$ cat config.mk
export PLATFORM = sky130hd
export DESIGN_NAME = mips16_mc_control
export DESIGN_NICKNAME = d
export VERILOG_FILES = /design/src/rtl/mips16_pkg.sv /design/src/rtl/mips16_ctrl_decode.sv /design/src/rtl/mips16_mc_control.sv
export SDC_FILE = /design/constraint.sdc
export NUM_CORES = 1
export LEC_CHECK = 0
export BUFFER_PORTS_ARGS = -buffer_cell sky130_fd_sc_hd__clkbuf_2
export CAP_MARGIN = 0
export CORE_MARGIN = 10
export CORE_UTILIZATION = 48
export CTS_CLUSTER_DIAMETER = 150
export DETAILED_ROUTE_END_ITERATION = 12
export MAX_ROUTING_LAYER = met4
export PLACE_DENSITY = 0.83
export SETUP_SLACK_MARGIN = 0.15
export SYNTH_ARGS = -nofsm -noshare
export SYNTH_HDL_FRONTEND = slang
export SYNTH_SLANG_ARGS = --single-unit
$ cat constraint.sdc
create_clock -name clock -period 2.18 [get_ports clock]
set_input_delay 0.109 -clock clock [delete_from_list [all_inputs] [get_ports clock]]
set_output_delay 0.109 -clock clock [all_outputs]
set_load 0.02 [all_outputs]
$ cat src/rtl/mips16_pkg.sv
// Shared definitions for the mips16 multi-cycle controller: opcodes, FSM states,
// ALU and ALU-B select encodings, the control word and opcode classifiers.
package mips16_pkg;

  localparam logic [3:0] OP_ADD  = 4'd0;
  localparam logic [3:0] OP_SUB  = 4'd1;
  localparam logic [3:0] OP_AND  = 4'd2;
  localparam logic [3:0] OP_OR   = 4'd3;
  localparam logic [3:0] OP_ADDI = 4'd4;
  localparam logic [3:0] OP_LW   = 4'd5;
  localparam logic [3:0] OP_SW   = 4'd6;
  localparam logic [3:0] OP_SLT  = 4'd7;
  localparam logic [3:0] OP_BEQ  = 4'd8;

  typedef enum logic [3:0] {
    S_FETCH  = 4'd0,
    S_DECODE = 4'd1,
    S_ADDR   = 4'd2,
    S_MEM_RD = 4'd3,
    S_LW_WB  = 4'd4,
    S_MEM_WR = 4'd5,
    S_R_EXEC = 4'd6,
    S_R_WB   = 4'd7,
    S_BRANCH = 4'd8,
    S_I_WB   = 4'd9,
    S_HALT   = 4'd10
  } state_e;

  localparam logic [2:0] ALU_ADD = 3'b010;
  localparam logic [2:0] ALU_SUB = 3'b110;
  localparam logic [2:0] ALU_AND = 3'b000;
  localparam logic [2:0] ALU_OR  = 3'b001;
  localparam logic [2:0] ALU_SLT = 3'b111;

  localparam logic [1:0] SRCB_REG    = 2'b00;
  localparam logic [1:0] SRCB_INC    = 2'b01;
  localparam logic [1:0] SRCB_IMM    = 2'b10;
  localparam logic [1:0] SRCB_IMM_SH = 2'b11;

  typedef struct packed {
    logic       pc_write;
    logic       pc_write_cond;
    logic       pc_source;
    logic       iord;
    logic       mem_read;
    logic       mem_write;
    logic       ir_write;
    logic       reg_dst;
    logic       mem_to_reg;
    logic       reg_write;
    logic       alu_src_a;
    logic [1:0] alu_src_b;
    logic [2:0] alu_op;
    logic       retire;
    logic       halted;
  } ctrl_t;

  function automatic logic is_rtype(input logic [3:0] op);
    return (op inside {OP_ADD, OP_SUB, OP_AND, OP_OR, OP_SLT});
  endfunction

  function automatic logic is_addr_op(input logic [3:0] op);
    return (op inside {OP_ADDI, OP_LW, OP_SW});
  endfunction

  function automatic logic is_legal(input logic [3:0] op);
    return is_rtype(op) || is_addr_op(op) || (op == OP_BEQ);
  endfunction

  // There is no funct field: R-type ALU operation comes straight from the opcode.
  function automatic logic [2:0] rtype_alu(input logic [3:0] op);
    case (op)
      OP_ADD:  return ALU_ADD;
      OP_SUB:  return ALU_SUB;
      OP_AND:  return ALU_AND;
      OP_OR:   return ALU_OR;
      OP_SLT:  return ALU_SLT;
      default: return ALU_ADD;
    endcase
  endfunction

endpackage

$ cat src/rtl/mips16_ctrl_decode.sv
// Combinational state+opcode -> control word decoder for the mips16 controller.
// MIPS16_ILLEGAL_TRAP_EN: HALT decodes to halted=1; otherwise illegal DECODE retires as NOP.
module mips16_ctrl_decode
  import mips16_pkg::*;
(
  input  state_e      i_state,
  input  logic [3:0]  i_opcode,
  input  logic        i_mem_ready,
  output ctrl_t       o_ctrl
);

  // Moore decode; only the memory-completion strobes look at mem_ready
  always_comb begin
    o_ctrl        = '0;
    o_ctrl.alu_op = ALU_ADD;
    case (i_state)
      S_FETCH: begin
        o_ctrl.mem_read  = 1'b1;
        o_ctrl.alu_src_b = SRCB_INC;
        if (i_mem_ready) begin
          o_ctrl.ir_write = 1'b1;
          o_ctrl.pc_write = 1'b1;
        end else begin
          o_ctrl.ir_write = 1'b0;
          o_ctrl.pc_write = 1'b0;
        end
      end
      S_DECODE: begin
        o_ctrl.alu_src_b = SRCB_IMM_SH;
`ifndef MIPS16_ILLEGAL_TRAP_EN
        if (!is_legal(i_opcode)) begin
          o_ctrl.retire = 1'b1;
        end else begin
          o_ctrl.retire = 1'b0;
        end
`endif
      end
      S_ADDR: begin
        o_ctrl.alu_src_a = 1'b1;
        o_ctrl.alu_src_b = SRCB_IMM;
      end
      S_MEM_RD: begin
        o_ctrl.mem_read = 1'b1;
        o_ctrl.iord     = 1'b1;
      end
      S_LW_WB: begin
        o_ctrl.reg_write  = 1'b1;
        o_ctrl.mem_to_reg = 1'b1;
        o_ctrl.retire     = 1'b1;
      end
      S_MEM_WR: begin
        o_ctrl.mem_write = 1'b1;
        o_ctrl.iord      = 1'b1;
        o_ctrl.retire    = i_mem_ready;
      end
      S_R_EXEC: begin
        o_ctrl.alu_src_a = 1'b1;
        o_ctrl.alu_src_b = SRCB_REG;
        o_ctrl.alu_op    = rtype_alu(i_opcode);
      end
      S_R_WB: begin
        o_ctrl.reg_write = 1'b1;
        o_ctrl.reg_dst   = 1'b1;
        o_ctrl.retire    = 1'b1;
      end
      S_BRANCH: begin
        o_ctrl.alu_src_a     = 1'b1;
        o_ctrl.alu_src_b     = SRCB_REG;
        o_ctrl.alu_op        = ALU_SUB;
        o_ctrl.pc_write_cond = 1'b1;
        o_ctrl.pc_source     = 1'b1;
        o_ctrl.retire        = 1'b1;
      end
      S_I_WB: begin
        o_ctrl.reg_write = 1'b1;
        o_ctrl.retire    = 1'b1;
      end
      S_HALT: begin
`ifdef MIPS16_ILLEGAL_TRAP_EN
        o_ctrl.halted = 1'b1;
`endif
      end
      default: begin
        o_ctrl = '0;
      end
    endcase
  end

endmodule

$ cat src/rtl/mips16_mc_control.sv
// Multi-cycle control FSM for the 16-bit MIPS datapath (state register + next-state).
// MIPS16_ILLEGAL_TRAP_EN: undefined opcodes trap into HALT until reset.
module mips16_mc_control
  import mips16_pkg::*;
#(
  parameter int INC_CONST = 2
) (
  input  logic       clock,
  input  logic       reset_n,
  input  logic [3:0] opcode,
  input  logic       zero,
  input  logic       mem_ready,
  output logic       pc_write,
  output logic       pc_write_cond,
  output logic       pc_source,
  output logic       iord,
  output logic       mem_read,
  output logic       mem_write,
  output logic       ir_write,
  output logic       reg_dst,
  output logic       mem_to_reg,
  output logic       reg_write,
  output logic       alu_src_a,
  output logic [1:0] alu_src_b,
  output logic [2:0] alu_op,
  output logic [3:0] state,
  output logic       retire,
  output logic       halted
);

  state_e r_state;
  state_e w_next;
  ctrl_t  w_ctrl;
  ctrl_t  w_out;

  // zero and INC_CONST are consumed by the datapath; referenced here only as intentionally unused
  logic w_unused;
  assign w_unused = zero ^ (INC_CONST == 0);

  // State register with synchronous active-low reset
  always_ff @(posedge clock) begin
    if (!reset_n) begin
      r_state <= S_FETCH;
    end else begin
      r_state <= w_next;
    end
  end

  // Next-state logic
  always_comb begin
    w_next = r_state;
    case (r_state)
      S_FETCH: begin
        if (mem_ready) w_next = S_DECODE;
        else           w_next = S_FETCH;
      end
      S_DECODE: begin
        if (is_rtype(opcode))        w_next = S_R_EXEC;
        else if (is_addr_op(opcode)) w_next = S_ADDR;
        else if (opcode == OP_BEQ)   w_next = S_BRANCH;
        else begin
`ifdef MIPS16_ILLEGAL_TRAP_EN
          w_next = S_HALT;
`else
          w_next = S_FETCH;
`endif
        end
      end
      S_ADDR: begin
        case (opcode)
          OP_LW:   w_next = S_MEM_RD;
          OP_SW:   w_next = S_MEM_WR;
          OP_ADDI: w_next = S_I_WB;
          default: w_next = S_FETCH;
        endcase
      end
      S_MEM_RD: begin
        if (mem_ready) w_next = S_LW_WB;
        else           w_next = S_MEM_RD;
      end
      S_MEM_WR: begin
        if (mem_ready) w_next = S_FETCH;
        else           w_next = S_MEM_WR;
      end
      S_R_EXEC: w_next = S_R_WB;
      S_LW_WB, S_R_WB, S_BRANCH, S_I_WB: w_next = S_FETCH;
      S_HALT: begin
`ifdef MIPS16_ILLEGAL_TRAP_EN
        w_next = S_HALT;
`else
        w_next = S_FETCH;
`endif
      end
      default: w_next = S_FETCH;
    endcase
  end

  mips16_ctrl_decode u_decode (
    .i_state     (r_state),
    .i_opcode    (opcode),
    .i_mem_ready (mem_ready),
    .o_ctrl      (w_ctrl)
  );

  // Reset kills every strobe in the cycle it is asserted, aborting any instruction
  assign w_out = reset_n ? w_ctrl : '0;
  assign state = reset_n ? 4'(r_state) : 4'd0;

  assign pc_write      = w_out.pc_write;
  assign pc_write_cond = w_out.pc_write_cond;
  assign pc_source     = w_out.pc_source;
  assign iord          = w_out.iord;
  assign mem_read      = w_out.mem_read;
  assign mem_write     = w_out.mem_write;
  assign ir_write      = w_out.ir_write;
  assign reg_dst       = w_out.reg_dst;
  assign mem_to_reg    = w_out.mem_to_reg;
  assign reg_write     = w_out.reg_write;
  assign alu_src_a     = w_out.alu_src_a;
  assign alu_src_b     = w_out.alu_src_b;
  assign alu_op        = w_out.alu_op;
  assign retire        = w_out.retire;
  assign halted        = w_out.halted;

endmodule

==> qor.yml, run 1 <==
status:
  outcome: "finished, final reports clean"
clocking:
  clock-sinks: 4
  cts_tree: "done"
  clk_latency_ps: 240
  htreeDepth: 1
  clk_path_buf_depth: 2
  cts-root-buf: "clkbuf_4"
  postCtsSetupBuffers: 0
  cts_resized: 0
  ctsHoldBuffers: 0
  cts_buffers: 3
  clkTransAtPathRegs_ps: 40
route:
  vias: 753
  drt-initial-drc-count: 28
  routed_wl_um: 1970
  drc: 0
  firstDrtPassIters: 4
  post_drt_via_cell_ratio: 6.02
  wl_per_cell_um: 15.7
  drtAntennaViolNets: 0
timing:
  final_max_slew_viol_count: 0
  finalSetupTns_ps: 0
  hold_violations: 0
  finalClockSkew_ps: 0.581
  rsz0062_at_grt: "no"
  setup_viol: 0
  min_period_ps: 1850
  final.period_utilization_pct: 85.0
  fmax_mhz: 540
layout:
  regMostFlops: "r_state"
  drive_gt1_share_pct: 32.4
  reg_top3: "r_state x4"
  syn2layout_area_growth_pct: 21.4
  seqCellArea_um2: 80.1
  layout.nets: 121
  largest_reg_flops: 4
  final_util_pct: 64.9
  diodes: 0
  final-instance-count-excl-fill: 125
  fillers: 119
  multiInputGateArea_um2: 478
power:
  p_leak_nw: 0.345
  powerDensity_nw_per_um2: 373
  peakVddDrop_mv: 0.303
floorplan:
  ios: 30
  initial_core_util_pct: 53.4
  coreArea_um2: 1170
  fp.dieH_um: 56.1
  die_area_um2: 3150
  die_w_um: 56.1
  num_rows: 12
yosys:
  synth_area_um2: 626
  syn_area_per_cell_um2: 7.03
  netlist_instances: 89
  synth_cell_type_count: 41
  synth_warnings: 0
  async_flop_share_pct: 0
  seq_area_frac_synth_pct: 12.8
  synth-edff-count: 0
  ys.flop_type: "dfxtp_1"
  syn-num-nets: 97
  ys_ff_latch: 4
setup_path:
  ff2ff_setup_slack_ps: 560
  rr_worst_depth: 4
  crit_path_end: "alu_op[1]"
  r2r_end: "r_state[1]$_SDFF_PN0_"
  worst_ep_required_time_ps: 2070
  path_class: "flop to primary output"
  cp_data_arrival_time_ps: 1740
  crit_fanout: 13
  end_kind: "primary output"
  critPathLaunchType: "flop"
  rr_startpoint: "r_state[0]$_SDFF_PN0_"
  cp-startpoint: "r_state[2]$_SDFF_PN0_"
global_route:
  grt_pass1_wl_um: 3310
  grt_max_degree: 15
  grt_overflow_total: 0
  grt_use_total_pct: 12.8
  antenna_found_initial: 0
  grt_pass1_vias: 696
placement:
  hpwl_um: 1530
  placed_cells: 122
  portBuffers: 27
  routabilityCongestion: 0.918
job:
  maxCapViolations: 0
hold_path:
  hold_class: "input port to flop"
metrics by stage:
step	instance area [um^2]	setup slack (ps)	hold WS, ps	power, mW
global placement	737	635	346	0.184
CTS	759	334	91.7	0.287
floorplan	626	542	178	0.157
global route	759	193	100	0.307
detailed placement	737	600	350	0.187
finish	759	327	100	0.284
metal layers:
layer / vias up / part of all wire [%] / track usage (%)
met5: - / 0 / -
met4: 0 / 1.2 / 5.46
met3: 2 / 8.7 / 5.01
met2: 44 / 49 / 20.9
met1: 339 / 41 / 13.4
li1: 368 / - / -
how the worst min path moves through the flow:
stage              start                     to  slack, ps  cells past startpoint
2_1_floorplan  opcode[0]  r_state[3]$_SDFF_PN0_        180                      1
3_3_place_gp   opcode[0]  r_state[3]$_SDFF_PN0_        350                      2
6_report       opcode[0]  r_state[3]$_SDFF_PN0_        100                      2
3_5_place_dp   opcode[0]  r_state[3]$_SDFF_PN0_        350                      2
4_1_cts        opcode[0]  r_state[3]$_SDFF_PN0_         90                      2
5_1_grt        opcode[0]  r_state[3]$_SDFF_PN0_        100                      2
worst max-delay path, stage by stage (launching register included):
cell	delay, ps
dfxtp_1	550
and2b_1	300
nand2_1	150
o32ai_1	280
clkbuf_2	220
report_power, final:
| group | total, mW | internal (mW) | switching [mW] |
|---|---|---|---|
| Combinational | 0.103 | 0.0379 | 0.0651 |
| Sequential | 0.0831 | 0.0764 | 0.00670 |
| Clock | 0.0975 | 0.0619 | 0.0356 |
area by class of cell:
cell class / instances / area share (%)
clock buffer: 3 / 2.97
inverter: 3 / 1.48
sequential: 4 / 10.5
tap: 14 / 2.31
timing repair buffer: 29 / 19.8
multi-input combinational: 72 / 62.9
synthesized netlist by cell type, drive strengths merged (2+ instances only):
cell type / instances / area share, %
a31oi: 3 / 3.0
buf: 7 / 7.2
clkbuf: 3 / 1.8
and2b: 2 / 2.4
nand2b: 2 / 2.0
nor3: 2 / 1.6
dfxtp: 4 / 13
a21oi: 4 / 3.2
xnor2: 2 / 4.0
o21ai: 2 / 1.6
nor2: 9 / 5.8
nand4: 4 / 4.0
and3b: 2 / 2.8
a211o: 2 / 2.8
and2: 3 / 3.0
or3: 2 / 2.0
o211ai: 2 / 2.4
nor3b: 4 / 5.6
a2111oi: 2 / 4.0
nand2: 5 / 3.0
inv: 3 / 1.8
and3: 4 / 4.0
nor2b: 4 / 4.0
kinds of logic (layout without fill, tap and decap cells):
kind of cell / after synthesis / in the layout / share of synthesized area (%)
simple gates: 48 / 48 / 46.6
compound gates: 19 / 19 / 22.2
buf+inv: 13 / 35 / 10.8
flops: 4 / 4 / 12.8
xor+xnor: 3 / 3 / 5.40
other cells: 1 / 1 / 0.599
mux: 1 / 1 / 1.60
cell usage in the layout (no fill, tap or decap), types with 3 or more instances in the layout:
master	instances
nand2_1	5
and2_1	3
nor2_1	8
nor3b_1	3
a21oi_1	4
inv_1	3
and3_1	4
clkbuf_2	27
clkbuf_4	3
nor2b_1	4
dfxtp_1	4
a31oi_1	3
nand4_1	4
Note: power is estimated with default switching activity, not from simulation.
==> run 2: changes to the inputs <==
--- a/config.mk
+++ b/config.mk
@@ -7,12 +7,13 @@
 export LEC_CHECK = 0
 export BUFFER_PORTS_ARGS = -buffer_cell sky130_fd_sc_hd__clkbuf_2
 export CAP_MARGIN = 0
+export CORE_ASPECT_RATIO = 0.9
 export CORE_MARGIN = 10
-export CORE_UTILIZATION = 48
+export CORE_UTILIZATION = 40
 export CTS_CLUSTER_DIAMETER = 150
 export DETAILED_ROUTE_END_ITERATION = 12
 export MAX_ROUTING_LAYER = met4
-export PLACE_DENSITY = 0.83
+export PLACE_DENSITY = 0.73
 export SETUP_SLACK_MARGIN = 0.15
 export SYNTH_ARGS = -nofsm -noshare
 export SYNTH_HDL_FRONTEND = slang
==> constraint.sdc (replaced) <==
create_clock -name clock -period 1.5 [get_ports clock]
set_input_delay 0.075 -clock clock [delete_from_list [all_inputs] [get_ports clock]]
set_output_delay 0.075 -clock clock [all_outputs]
set_load 0.02 [all_outputs]
==> run 2 against run 1 <==
  * The run now ends with setup timing left
  * Cell area rose by 51%
  * Critical path depth rose by 1
  * Global-route usage rose by 0.80 points
  * Wire length rose by 31%
  * Largest cell class unchanged
  * Via count rose by 16%
  * Die area rose by 13%
  * Power rose by 69%
  * Hold slack got worse by 22 ps
==> qor.yml, run 2 (synthesis results as in run 1) <==
floorplan:
  die_w_um: 61.7  # was 56.1 um
  coreArea_um2: 1460  # was 1170 um^2
  initial_core_util_pct: 42.7  # was 53.4%
  fp.dieH_um: 57.5  # was 56.1 um
  die_area_um2: 3550  # was 3150 um^2
  ios: 30  # unchanged
  num_rows: 13  # was 12
global_route:
  grt_overflow_total: 0  # unchanged
  grt_max_degree: 11  # was 15
  globalRouteMet1Util_pct: 17.2  # was 13.4%
  grt_pass1_wl_um: 3740  # was 3310 um
  grt_use_total_pct: 13.6  # was 12.8%
  grt_busiest_layer: "met2"  # unchanged
  antenna_found_initial: 0  # unchanged
  grtUsageMet2_pct: 20.5  # was 20.9%
  grtUsageMet3_pct: 4.20  # was 5.01%
  grt_pass1_vias: 799  # was 696
timing:
  hold_violations: 0  # unchanged
  whs_ps: 78.7  # was 100 ps
  final.period_utilization_pct: 100
  setup_viol: 1  # was 0
  min_period_ps: 1500
  finalClockSkew_ps: 1.99  # was 0.581 ps
  final_max_slew_viol_count: 0  # unchanged
  finalSetupTns_ps: -0.810  # was 0 ps
  rsz0062_at_grt: "yes"  # was no
  fmax_mhz: 666
  setup_slack_ps: -0.810  # was 327 ps
setup_path:
  r2r_end: "r_state[2]$_SDFF_PN0_"  # was r_state[1]$_SDFF_PN0_
  path_class: "flop to primary output"  # unchanged
  path_cells: "buf_12, and2b_2, a41oi_2, a21oi_1, buf_4"  # was and2b_1, nand2_1, o32ai_1, clkbuf_2
  max_stage_delay_ps: 380  # was 550 ps
  cpLargestDelayFamily: "flip-flops"  # unchanged
  rr_worst_depth: 4  # unchanged
  crit_path_end: "retire"  # was alu_op[1]
  crit_fanout: 9  # was 13
  worst-path-buf-inv: 2  # was 1
  end_kind: "primary output"  # unchanged
  cp_data_arrival_time_ps: 1430  # was 1740 ps
  cp-startpoint: "r_state[1]$_SDFF_PN0_"  # was r_state[2]$_SDFF_PN0_
  cp.depth: 5  # was 4
  cpMaxStageDelayCell: "dfxtp_4"  # was dfxtp_1
  rr_startpoint: "r_state[3]$_SDFF_PN0_"  # was r_state[0]$_SDFF_PN0_
  worst_ep_required_time_ps: 1420  # was 2070 ps
  critPathLaunchType: "flop"  # unchanged
  ff2ff_setup_slack_ps: 110  # was 560 ps
clocking:
  cts-root-buf: "clkbuf_4"  # unchanged
  ctsHoldBuffers: 0  # unchanged
  cts_tree: "done"  # unchanged
  clk_latency_ps: 240  # about the same
  clkTransAtPathRegs_ps: 40  # about the same
  htreeDepth: 1  # unchanged
  clk_path_buf_depth: 2  # unchanged
  cts_buffers: 3  # unchanged
  clock-sinks: 4  # unchanged
layout:
  syn2layout_area_growth_pct: 83.2  # was 21.4%
  multiInputGateArea_um2: 618  # was 478 um^2
  drive_gt1_share_pct: 60.9  # was 32.4%
  final_common_cell: "buf_4"  # was clkbuf_2
  reg_top3: "r_state x4"  # unchanged
  seqCellArea_um2: 95.1  # was 80.1 um^2
  regMostFlops: "r_state"  # unchanged
  largest_reg_flops: 4  # unchanged
  final_area_um2: 1150  # was 759 um^2
  diodes: 0  # unchanged
  layout.nets: 138  # was 121
  fillers: 95  # was 119
  final_cell_mix: "buf_4 (20), clkbuf_2 (11), buf_6 (8)"  # was clkbuf_2 (27), nor2_1 (8), nand2_1 (5)
  final_util_pct: 78.3  # was 64.9%
power:
  power.share.clock_pct: 28.7  # was 34.4%
  powerDensity_nw_per_um2: 417  # was 373 nW/um^2
  p_sw_share_pct: 38.3  # was 37.9%
  p_leak_nw: 0.495  # was 0.345 nW
  p_sw_mw: 0.183  # was 0.107 mW
  seq_power_share_pct: 24.7  # was 29.3%
  peakVddDrop_mv: 0.293  # was 0.303 mV
  cell_internal_pwr_mw: 0.295  # was 0.176 mW
  p_comb_share_pct: 46.6  # was 36.3%
route:
  wl_per_cell_um: 18.1  # was 15.7 um
  routed_wl_um: 2590  # was 1970 um
  firstDrtPassIters: 4  # unchanged
  drtAntennaViolNets: 0  # unchanged
  drc: 0  # unchanged
  post_drt_via_cell_ratio: 6.09  # was 6.02
  drt-initial-drc-count: 20  # was 28
  vias: 871  # was 753
job:
  maxCapViolations: 0  # unchanged
placement:
  postPlaceCellArea_um2: 827  # was 737 um^2
  routabilityCongestion: 0.893  # was 0.918
  hpwl_um: 1630  # was 1530 um
  portBuffers: 27  # unchanged
  dp_slack_ps: 80.5  # was 600 ps
status:
  outcome: "finished, violations left"  # was finished, final reports clean
  violations: "setup timing"
hold_path:
  hold_class: "input port to flop"  # unchanged
-- run 2: changes by cell type in the layout (fill, tap and decap cells not counted), sizes merged --
| cell | change |
|---|---|
| buf | +29 |
| clkbuf | -12 |
-- run 2: layer usage --
layer,vias to the layer above,part of all wire (%)
met3,2,7.8
met4,0,0.43
met1,420,41
met2,39,50
met5,-,0
li1,410,-
-- run 2: per-stage QoR --
step,total power [mW],cells
2_1_floorplan,0.231,89
3_3_place_gp,0.288,130
3_5_place_dp,0.291,130
4_1_cts,0.452,141
5_1_grt,0.509,143
6_report,0.478,143
-- run 2: final cells by class --
class,count,area share (%)
inverter,3,0.983
tap,15,1.64
multi-input combinational,72,53.9
timing repair buffer,46,33.2
sequential,4,8.30
clock buffer,3,1.97
-- run 2: how the worst min path moves through the flow --
| stage | from | end | slack [ps] | depth (start not counted) |
|---|---|---|---|---|
| 6_report | opcode[0] | r_state[3]$_SDFF_PN0_ | 80 | 2 |
| 5_1_grt | opcode[0] | r_state[3]$_SDFF_PN0_ | 80 | 2 |
| 4_1_cts | opcode[0] | r_state[3]$_SDFF_PN0_ | 60 | 2 |
| 3_5_place_dp | opcode[0] | r_state[3]$_SDFF_PN0_ | 320 | 2 |
| 3_3_place_gp | opcode[0] | r_state[3]$_SDFF_PN0_ | 320 | 2 |
| 2_1_floorplan | opcode[0] | r_state[3]$_SDFF_PN0_ | 140 | 1 |
-- run 2: timing repair --
action	CTS	global route
resized for setup	29	41
setup buffers	8	2
endpoints found under the setup margin	22	20
endpoints found under the hold margin	0	0
pin swaps	6	7
-- run 2: power groups by stage --
stage / sequential (mW) / combinational (mW) / clock (mW)
after floorplan: 0.115 / 0.116 / 0
after global placement: 0.123 / 0.165 / 0
after detailed placement: 0.124 / 0.167 / 0
after CTS: 0.118 / 0.196 / 0.138
after global routing: 0.119 / 0.240 / 0.150
final: 0.118 / 0.223 / 0.137
==> run 3: changes to the inputs <==
--- a/config.mk
+++ b/config.mk
@@ -7,13 +7,12 @@
 export LEC_CHECK = 0
 export BUFFER_PORTS_ARGS = -buffer_cell sky130_fd_sc_hd__clkbuf_2
 export CAP_MARGIN = 0
-export CORE_ASPECT_RATIO = 0.9
 export CORE_MARGIN = 10
-export CORE_UTILIZATION = 40
+export CORE_UTILIZATION = 45
 export CTS_CLUSTER_DIAMETER = 150
 export DETAILED_ROUTE_END_ITERATION = 12
 export MAX_ROUTING_LAYER = met4
-export PLACE_DENSITY = 0.73
+export PLACE_DENSITY = 0.78
 export SETUP_SLACK_MARGIN = 0.15
 export SYNTH_ARGS = -nofsm -noshare
 export SYNTH_HDL_FRONTEND = slang
==> constraint.sdc (replaced) <==
create_clock -name clock -period 1.6 [get_ports clock]
set_input_delay 0.08 -clock clock [delete_from_list [all_inputs] [get_ports clock]]
set_output_delay 0.08 -clock clock [all_outputs]
set_load 0.02 [all_outputs]
==> run 3 against run 2 <==
  * The run now ends clean
  * Power is 8.6% lower
  * Count of clock-buffer cells in the layout unchanged
  * Sequential share of layout area up 0.54 points
  * Utilization grew 4.4 points
  * Sequential cell count stayed put
  * Global-route usage fell by 0.76 points
  * Critical path type unchanged
  * Critical endpoint is now alu_src_a
==> qor.yml, run 3 (synthesis results as in run 1) <==
setup_path:
  cp.depth: 5  # unchanged
  crit_fanout: 10  # was 9
  worst-path-buf-inv: 2  # unchanged
  cpMaxStageDelayCell: "dfxtp_4"  # unchanged
  worst_ep_required_time_ps: 1520  # was 1420 ps
  end_kind: "primary output"  # unchanged
  max_stage_delay_ps: 360  # was 380 ps
  path_class: "flop to primary output"  # unchanged
  critPathLaunchType: "flop"  # unchanged
  path_cells: "buf_12, nor3b_2, a21oi_1, nor3_1, clkbuf_2"  # was buf_12, and2b_2, a41oi_2, a21oi_1, buf_4
  cpLargestDelayFamily: "simple AND/OR/NAND/NOR gates"  # was flip-flops
  cp_data_arrival_time_ps: 1450  # was 1430 ps
  rr_worst_depth: 4  # unchanged
power:
  p_sw_mw: 0.162  # was 0.183 mW
  peakVddDrop_mv: 0.393  # was 0.293 mV
  seq_power_share_pct: 25.6  # was 24.7%
  power.share.clock_pct: 28.8  # was 28.7%
  cell_internal_pwr_mw: 0.275  # was 0.295 mW
  p_leak_nw: 0.480  # was 0.495 nW
  p_sw_share_pct: 37.1  # was 38.3%
  p_comb_share_pct: 45.6  # was 46.6%
  power_mw: 0.437  # was 0.478 mW
  powerDensity_nw_per_um2: 406  # was 417 nW/um^2
timing:
  setup_viol: 0  # was 1
  finalClockSkew_ps: 3.59  # was 1.99 ps
  final.period_utilization_pct: 95.7
  final_max_slew_viol_count: 0  # unchanged
  min_period_ps: 1530
  hold_violations: 0  # unchanged
  rsz0062_at_grt: "yes"  # unchanged
  fmax_mhz: 653
global_route:
  grt_pass1_vias: 752  # was 799
  grt_pass1_wl_um: 3440  # was 3740 um
  grt_overflow_total: 0  # unchanged
  grt_use_total_pct: 12.9  # was 13.6%
  grt_max_degree: 12  # was 11
  antenna_found_initial: 0  # unchanged
clocking:
  cts_tree: "done"  # unchanged
  cts_buffers: 3  # unchanged
  clk_path_buf_depth: 2  # unchanged
  cts-root-buf: "clkbuf_4"  # unchanged
  clock-sinks: 4  # unchanged
  clk_latency_ps: 230  # was 240 ps
  clkTransAtPathRegs_ps: 40  # about the same
  htreeDepth: 1  # unchanged
layout:
  final_common_cell: "buf_4"  # unchanged
  reg_top3: "r_state x4"  # unchanged
  regMostFlops: "r_state"  # unchanged
  layout.nets: 139  # was 138
  drive_gt1_share_pct: 56.6  # was 60.9%
  multiInputGateArea_um2: 549  # was 618 um^2
  final_cell_mix: "buf_4 (20), clkbuf_2 (18), nor2_1 (6)"  # was buf_4 (20), clkbuf_2 (11), buf_6 (8)
  largest_reg_flops: 4  # unchanged
  diodes: 0  # unchanged
  syn2layout_area_growth_pct: 72.0  # was 83.2%
  seqCellArea_um2: 95.1  # unchanged
  final_area_um2: 1080  # was 1150 um^2
  fillers: 82  # was 95
route:
  routed_wl_um: 2600  # was 2590 um
  firstDrtPassIters: 4  # unchanged
  post_drt_via_cell_ratio: 6.08  # was 6.09
  drtAntennaViolNets: 0  # unchanged
  drc: 0  # unchanged
  vias: 876  # was 871
  drt-initial-drc-count: 24  # was 20
  wl_per_cell_um: 18.0  # was 18.1 um
floorplan:
  coreArea_um2: 1300  # was 1460 um^2
  die_area_um2: 3280  # was 3550 um^2
  num_rows: 13  # unchanged
  die_w_um: 57.3  # was 61.7 um
  initial_core_util_pct: 48.1  # was 42.7%
  ios: 30  # unchanged
  fp.dieH_um: 57.3  # was 57.5 um
hold_path:
  hold_class: "input port to flop"  # unchanged
  holdPathStages: 2  # unchanged
job:
  maxCapViolations: 0  # unchanged
status:
  outcome: "finished, final reports clean"  # was finished, violations left
placement:
  hpwl_um: 1520  # was 1630 um
  routabilityCongestion: 0.841  # was 0.893
  postPlaceCellArea_um2: 782  # was 827 um^2
  portBuffers: 27  # unchanged
## run 3: changes by cell type in the layout (fill, tap and decap cells not counted), sizes merged
cell / change
clkbuf: +5
buf: -4
## run 3: power groups by stage
stage	clock, mW	sequential (mW)	combinational (mW)
after CTS	0.129	0.110	0.171
after detailed placement	0	0.117	0.147
after floorplan	0	0.108	0.107
after global placement	0	0.116	0.145
after global routing	0.144	0.112	0.215
final	0.126	0.112	0.199
## run 3: layer usage
metal  up-vias  track usage [%]  routed length (um)
met3         8             5.31                 255
met4         0             2.68                  61
met5         -                -                   0
met1       402             14.3                1040
met2        54             21.1                1240
li1        412                -                   -
## run 3: path summary, 6_finish.rpt
kind / startpoint / end / slack [ps]
setup reg to reg: r_state[0]$_SDFF_PN0_ / r_state[2]$_SDFF_PN0_ / 170
setup / recovery: r_state[2]$_SDFF_PN0_ / alu_src_a / 70
hold / removal: opcode[0] / r_state[3]$_SDFF_PN0_ / 80
hold reg to reg: r_state[3]$_SDFF_PN0_ / r_state[1]$_SDFF_PN0_ / 500
## run 3: timing repair
action | 4_1_cts | 5_1_grt
setup buffers | 8 | 4
hold buffers | 0 | 0
resized for setup | 20 | 28
endpoints found under the setup margin | 17 | 18
endpoints found under the hold margin | 0 | 0
cloned | 0 | 2
pin swaps | 3 | 6
## run 3: cell type report
| cell class | count | area share (%) |
|---|---|---|
| Clock buffer | 3 | 2.09 |
| Inverter | 3 | 1.05 |
| Multi-Input combinational cell | 72 | 51.0 |
| Sequential cell | 4 | 8.84 |
| Tap cell | 15 | 1.74 |
| Timing Repair Buffer | 47 | 35.2 |
## run 3: stage by stage
stage                     cells  worst slack, ps  setup TNS (ps)  hold slack, ps  utilization (%)
after floorplan              89              166               0             149                -
after global placement      127              164               0             318             60.1
after detailed placement    127              147               0             327             60.1
after CTS                   138              103               0            72.4             71.7
after global routing        144            -4.47           -4.47            90.7             82.7
final                       144             69.5               0            83.7             82.7
